`src/rtl/programmable_sequence_detector_fsm.sv`:
```
// -----------------------------------------------------------------------------
// programmable_sequence_detector_fsm
//
// Serial bit-stream sequence detector with a runtime-loadable pattern of
// 1..MAX_LEN bits. Supports overlapping and non-overlapping match modes,
// qualifies stream bits with a_valid, and keeps a saturating match counter.
//
// Ports:
//   clk          clock, all logic on posedge
//   rst          asynchronous active-high reset
//   cfg_valid    load cfg_pattern/cfg_len/cfg_overlap this cycle
//   cfg_pattern  pattern; bit [cfg_len-1] received first, bit [0] last
//   cfg_len      pattern length, legal 1..MAX_LEN
//   cfg_overlap  1: overlapping matches; 0: non-overlapping
//   a_valid      a carries a stream bit this cycle
//   a            serial stream bit
//   clr_count    synchronous clear of match_count
//   configured   a legal pattern is loaded (FSM in RUN)
//   cfg_err      1-cycle pulse after cfg_valid with an illegal cfg_len
//   detected     1-cycle pulse after the edge that accepted a match's last bit
//   match_count  saturating number of matches since last load/clear
// -----------------------------------------------------------------------------
module programmable_sequence_detector_fsm #(
   parameter  int MAX_LEN = 8,
   parameter  int CNT_W   = 8,
   localparam int LEN_W   = $clog2(MAX_LEN + 1)
) (
   input  logic               clk,
   input  logic               rst,
   input  logic               cfg_valid,
   input  logic [MAX_LEN-1:0] cfg_pattern,
   input  logic [LEN_W-1:0]   cfg_len,
   input  logic               cfg_overlap,
   input  logic               a_valid,
   input  logic               a,
   input  logic               clr_count,
   output logic               configured,
   output logic               cfg_err,
   output logic               detected,
   output logic [CNT_W-1:0]   match_count
);

   typedef enum logic {S_UNCFG, S_RUN} state_t;

   state_t             state;
   logic [MAX_LEN-1:0] pat_r;
   logic [LEN_W-1:0]   len_r;
   logic               ovl_r;
   logic [MAX_LEN-1:0] hist;     // hist[0] is the newest accepted bit
   logic [LEN_W-1:0]   seen;     // accepted bits that may take part in a match

   logic               cfg_legal;
   logic [MAX_LEN-1:0] hist_n;
   logic [LEN_W-1:0]   seen_n;
   logic [MAX_LEN-1:0] mask;
   logic               hit;

   always_comb begin
      cfg_legal = (cfg_len != '0) && (cfg_len <= LEN_W'(MAX_LEN));
      hist_n    = {hist[MAX_LEN-2:0], a};
      seen_n    = (seen == LEN_W'(MAX_LEN)) ? seen : seen + 1'b1;
      mask      = '0;
      for (int i = 0; i < MAX_LEN; i++)
         mask[i] = (i < int'(len_r));
      // Only the low len bits of the history are compared; stale bits above
      // the pattern length are ignored.
      hit = (seen_n >= len_r) && (((hist_n ^ pat_r) & mask) == '0);
   end

   always_ff @(posedge clk or posedge rst) begin
      if (rst) begin
         state       <= S_UNCFG;
         configured  <= 1'b0;
         cfg_err     <= 1'b0;
         detected    <= 1'b0;
         match_count <= '0;
         pat_r       <= '0;
         len_r       <= '0;
         ovl_r       <= 1'b0;
         hist        <= '0;
         seen        <= '0;
      end else begin
         cfg_err  <= 1'b0;
         detected <= 1'b0;
         if (cfg_valid) begin
            // Configuration has priority; a stream bit in the same cycle is dropped.
            if (cfg_legal) begin
               state       <= S_RUN;
               configured  <= 1'b1;
               pat_r       <= cfg_pattern;
               len_r       <= cfg_len;
               ovl_r       <= cfg_overlap;
               hist        <= '0;
               seen        <= '0;
               match_count <= '0;
            end else begin
               cfg_err <= 1'b1;
            end
         end else if (state == S_RUN && a_valid) begin
            hist <= hist_n;
            if (hit) begin
               detected <= 1'b1;
               seen     <= ovl_r ? seen_n : '0;
               if (match_count != {CNT_W{1'b1}})
                  match_count <= match_count + 1'b1;
            end else begin
               seen <= seen_n;
            end
         end
         // Clear wins over any increment in the same cycle; detected is unaffected.
         if (clr_count)
            match_count <= '0;
      end
   end

endmodule

```
`config.mk`:
```
export PLATFORM = sky130hd
export DESIGN_NAME = programmable_sequence_detector_fsm
export DESIGN_NICKNAME = d
export VERILOG_FILES = /design/src/rtl/programmable_sequence_detector_fsm.sv
export SDC_FILE = /design/constraint.sdc
export NUM_CORES = 1
export LEC_CHECK = 0
export ABC_AREA = 1
export BUFFER_PORTS_ARGS = -buffer_cell sky130_fd_sc_hd__buf_4
export CORE_MARGIN = 2
export CORE_UTILIZATION = 50
export DETAILED_ROUTE_END_ITERATION = 16
export GPL_TIMING_DRIVEN = 0
export PLACE_DENSITY = 0.83
export SETUP_SLACK_MARGIN = 0.2
export SYNTH_ARGS = -nofsm -noshare
export SYNTH_HDL_FRONTEND = slang
export SYNTH_SLANG_ARGS = --single-unit
```
`constraint.sdc`:
```
create_clock -name clk -period 4.13 [get_ports clk]
set_clock_uncertainty 0.05 [all_clocks]
set_input_delay 0.2065 -clock clk [delete_from_list [all_inputs] [get_ports clk]]
set_output_delay 0.2065 -clock clk [all_outputs]
set_load 0.01 [all_outputs]
```
; After elaboration in Yosys (flattened, before gate mapping)
; Cells that the tools add are included.
[word_totals]
input_bits = 19
reg_bits = 35
word_cells = 58
[op_classes]
n_lt_le_gt_ge = 10
n_bitwise = 2
muxes = 19
n_eq_ne = 4
addsub = 2
n_reduce_logical = 12
[op_table]
columns = cell, count
row1 = 8-bit 2-to-1 mux, 6
row2 = 4-bit 2-to-1 mux, 6
row3 = 3-bit by 4-bit less-than comparator with 1-bit output (first input constant), 4
row4 = 7-bit 2-to-1 mux, 2
row5 = 3-bit nonzero test, 3
row6 = 8-bit by 1-bit adder with 8-bit output (second input constant), 1
row7 = 8-bit bitwise AND, 1
row8 = 8-bit zero test, 1
row9 = 1-bit by 4-bit less-than comparator with 1-bit output (first input constant), 2
row10 = 2-bit by 4-bit less-than comparator with 1-bit output (first input constant), 2
row11 = 8-bit inequality test (second input constant), 1
row12 = 8-bit XOR, 1
row13 = 1-bit 2-to-1 mux, 5
row14 = 4-bit by 1-bit adder with 4-bit output (second input constant), 1
row15 = 4-bit == test (second input constant), 1
row16 = 4-bit greater-or-equal comparator, 1
row17 = 4-bit <= comparator (second input constant), 1
row18 = 2-bit AND reduction, 2
row19 = 4-bit AND reduction, 1
row20 = 4-bit nonzero test, 1
row21 = 1-bit logical AND, 3
row22 = 3-bit by 1-bit inequality test with 1-bit output (second input constant), 1
row23 = 2-bit by 1-bit inequality test with 1-bit output (second input constant), 1
row24 = 2-bit nonzero test, 1

; Depth between registers and ports, before layout
[logic_depth]
word_depth = 8
depth_mapped = 13
depth_no_buf = 13

; Worst setup path before layout
; No wires, ideal clock.
[synth_path]
path_type = register to register
start = register seen[0]
end = register match_count[2]
stages_incl_launch_ff = 14
period_less_slack_ns = 1.912
slack_ns = 2.218
arrival_time_ns = 1.745
required_time_ns = 3.963
path_cell_list = dfrtp_1 > inv_1 > ha_1 > nand3_1 > xor2_1 > ha_1 > o21bai_1 > nand3_1 > nand3_1 > nand3_2 > nand2_4 > nand3_4 > nand2_1 > nand2_1
[synth_via]
elab_chain_cells = 6
elab_cells_between_ends = 7
classes_between = 1 x add/sub / 1 x order compare / 1 x eq/ne / 1 x mux / 3 x reduce/logical
[synth_lines]
columns = item, line
row1 = start: declaration, 50  ; logic [LEN_W-1:0] seen;
row2 = start signal: assignment, 103  ; seen <= ovl_r ? seen_n : '0;
row3 = start signal: assignment, 107  ; seen <= seen_n;
row4 = 4-bit by 1-bit adder with 4-bit output or 4-bit == test (tied branches), 61  ; seen_n = (seen == LEN_W'(MAX_LEN)) ? seen : seen + 1'b1;
row5 = 4-bit 2-to-1 mux *, 61
row6 = 4-bit greater-or-equal comparator *, 67  ; hit = (seen_n >= len_r) && (((hist_n ^ pat_r) & mask) == '0);
row7 = 1-bit logical AND *, 67
row8 = 3-bit nonzero test (no source line) *, -
row9 = 4-bit AND reduction (no source line) *, -
row10 = end signal: assignment, 105  ; match_count <= match_count + 1'b1;
row11 = end: declaration, 40  ; output logic [CNT_W-1:0] match_count
; Mark *: on every way between the ends. The rest lies on a longest branch, timed or not.
; A chain may end at the register's enable or synchronous reset.

; Worst setup path in the final report
[layout_path]
start = register seen[0]
end = register match_count[0]
; Same word-level chain as after synthesis.

==> results.md <==
- Starting DRT DRC Count: ~130
- Area Growth Syn to Fin: 21.13%
- Library cells used by synthesis: 28
- Slew HR: 50.89%
- Mean post-synth cell area: 7.862 µm²
- Root Buffer: clkbuf_8
- Final hold vios: 29
- Critical R2R Launch: seen[0]$_DFFE_PP0P_
- Drt pass-1 iters: 4
- CTS sink cnt: 35
- Initial antenna violation count: 0
- Static Leak: between 0.001 and 0.0015 µW
- Synth Area in Compound Gates: 8.505%
- RSZ-0062 raised after global routing: false
- IO buf count: 29
- Core Area: 3689 µm²
- Clk_lat worst skew: 0.30 ns
- Status: finished, violations left
- Power per cell area: ~420 nW/µm²
- Mean routed wirelength per cell: between 10 and 15 µm
- Vias in the first global route: 1,553
- Clock buffers created by TritonCTS: 5
- Largest family of logic cells by synthesized area: simple AND/OR/NAND/NOR gates
- Io pins: 30
- Largest net degree at the start of global routing: 36
- Post-Layout Cell Count: 332
- Die height: ~66 µm
- Clk slew on worst S/H paths: about 0.080 ns
- Hold Path Class: primary input to asynchronous set/reset pin
- Critical path startpoint: seen[0]$_DFFE_PP0P_
- Clock Path Buffers: 2
- WL final: 4.128 mm
- Setup bufs post-CTS: 0
- Final setup fails: 0
- CP Data Arrival Time: 2.34 ns
- Final instance area: about 2400 µm²
- Share of cells above drive strength 1: a little under a fifth
- GR Overflow Total: 0
- Peak supply drop: 0.0003666 V
- Worst Setup End Kind: flop
- First-pass GRT wire length: ~6.7 mm
- # DRC: 0
- Cts repair resizes: 0
- Reported max-cap violation count: 0
- Crit path required time: roughly 4.3 ns
- Setup total negative slack: 0 ns
- Post-CTS Hold Fix Bufs: 0
- Least-Margin Pin Slew: 0.7356 ns
- Via Count: around 1,700
- Final hold slack: -0.01329 ns
- DP HPWL: roughly 2.8 mm
- Critical path class: flop to flop
- Sequential share of the synthesized area: 45.10%
- Xor/xnor share of the synthesized area: 2.706%
- Initial Util: 52.65%
- Crit Path Max Fanout: 9
- Vias per std cell: between 5 and 6
- Area share of fa/ha/maj cells after synthesis: 4.510%
- Fin crit period: around 2.2 ns
- Total track usage: 20.54%
- Mapped Area: 1942 µm²
- Mux contribution to synthesized area: 1.740%
- CTS tree: built
- YS warnings: 0
- Cell Rows: 22
- Final ANT Viol Nets: 0
- Post-Synthesis Cells: 247
- #FFs+latches synth: 35
- N_diodes: 0
- Placed inst area: ~2200 µm²
- Post-synthesis simple-gate area fraction: 29.83%
- Final Max Tran Viols: 0
- Worst setup SP type: flop
- Post-Syn Nets: 273
- DIE AREA: ~4400 µm²
- Gpl congestion: 0.8642
- Nets: 309
- Failing checks: hold timing
- Cells after DPL: roughly 320
- Fmax: around 450 MHz
- Htree depth: 2
- Final Cycle Share: a little over half
- Die Wd: roughly 66 µm
## layout make-up
class,count,area (µm²)
Buffer,3,12.51
Inverter,36,135.1
Sequential cell,35,875.8
Clock buffer,6,72.57
Timing Repair Buffer,29,217.7
Fill cell,326,1336
Tap cell,48,60.06
Clock inverter,2,60.06
Multi-Input combinational cell,173,918.4
## metal layers
layer | vias to the layer above | global-route usage, % | part of all wire [%] | wire, µm
met5 | - | 0 | 0 | 0
met4 | 0 | 9.694 | 1.3 | 53
met3 | 6 | 5.963 | 5.6 | 232
met2 | 57 | 31.25 | 47 | 1925
met1 | 780 | 26.84 | 46 | 1916
li1 | 875 | - | - | -
## worst max-delay path, stage by stage (launching register included)
cell,delay [ns]
dfrtp_1,0.39
inv_1,0.13
ha_1,0.20
nand3_1,0.10
xor2_1,0.17
ha_1,0.19
o21bai_1,0.14
nand3_1,0.09
nand3_1,0.10
nand3_2,0.13
nand2_4,0.15
nand3_4,0.13
nand2_1,0.09
nand2_1,0.05
## through the flow
stage	total power, µW	setup WS (ns)	util (%)
after floorplan	557.6	2.218	-
after global placement	607.4	2.041	60.18
after detailed placement	615.9	1.951	60.18
after CTS	985.9	1.935	63.77
after global routing	1034	1.785	63.77
final	984.6	1.926	63.77
## state kept, by name (all words and copies together) (netlist names)
name,count
seen,4
hist,7
detected,1
cfg_err,1
pat_r,8
match_count,8
ovl_r,1
state,1
len_r,4
## cell families after synthesis
logic type               count (synthesis)
AND/OR/NAND/NOR                        127
buffers and inverters                   39
flip-flops                              35
AO/OA/AOI/OAI                           30
adder cells (fa/ha/maj)                  7
XOR/XNOR                                 6
multiplexers                             3
## cell usage in the layout, fill, tap and decap left out, types with 8 or more instances in the layout
cell and count:
nand2_1 67, dfrtp_1 35, inv_1 33, buf_4 29, nor2_1 21, nand3_1 12
nand4_1 11, a21oi_1 10, o22ai_1 9, o21ai_0 8
## where the power goes
group	switching, µW	internal (µW)	total, µW
Combinational	124	87.1	211
Clock	130	241	371
Sequential	26.1	376	402
Total	280	704	985
## cells in the mapped netlist (all sizes together)
cell type	number	area, µm²
inv	36	135.1
o22ai	9	56.30
a31oi	1	6.260
o21ai	9	45.04
xor2	4	35.03
or2	2	12.52
mux2	3	33.78
buf	1	5.000
xnor2	2	17.52
nand4	11	68.82
nor3	3	15.01
ha	7	87.58
nor2	25	103.9
nand2	70	275.3
dfrtp	35	875.8
nand3	15	97.60
nor4	1	6.260
o21bai	1	7.510
a21oi	10	50.05
clkbuf	2	7.510
## worst paths after layout
kind	end	slack, ns	depth (start not counted)
min reg2reg	ovl_r$_DFFE_PP0P_	0.46	1
min in group clk	pat_r[7]$_DFFE_PP0P_	0.10	2
max	match_count[0]$_DFFE_PP0P_	1.93	13
max reg2reg	match_count[0]$_DFFE_PP0P_	1.93	13
max in group asynchronous	hist[6]$_DFFE_PP0P_	3.57	2
min	seen[1]$_DFFE_PP0P_	-0.01	2
(Power assumes the default switching activity.)
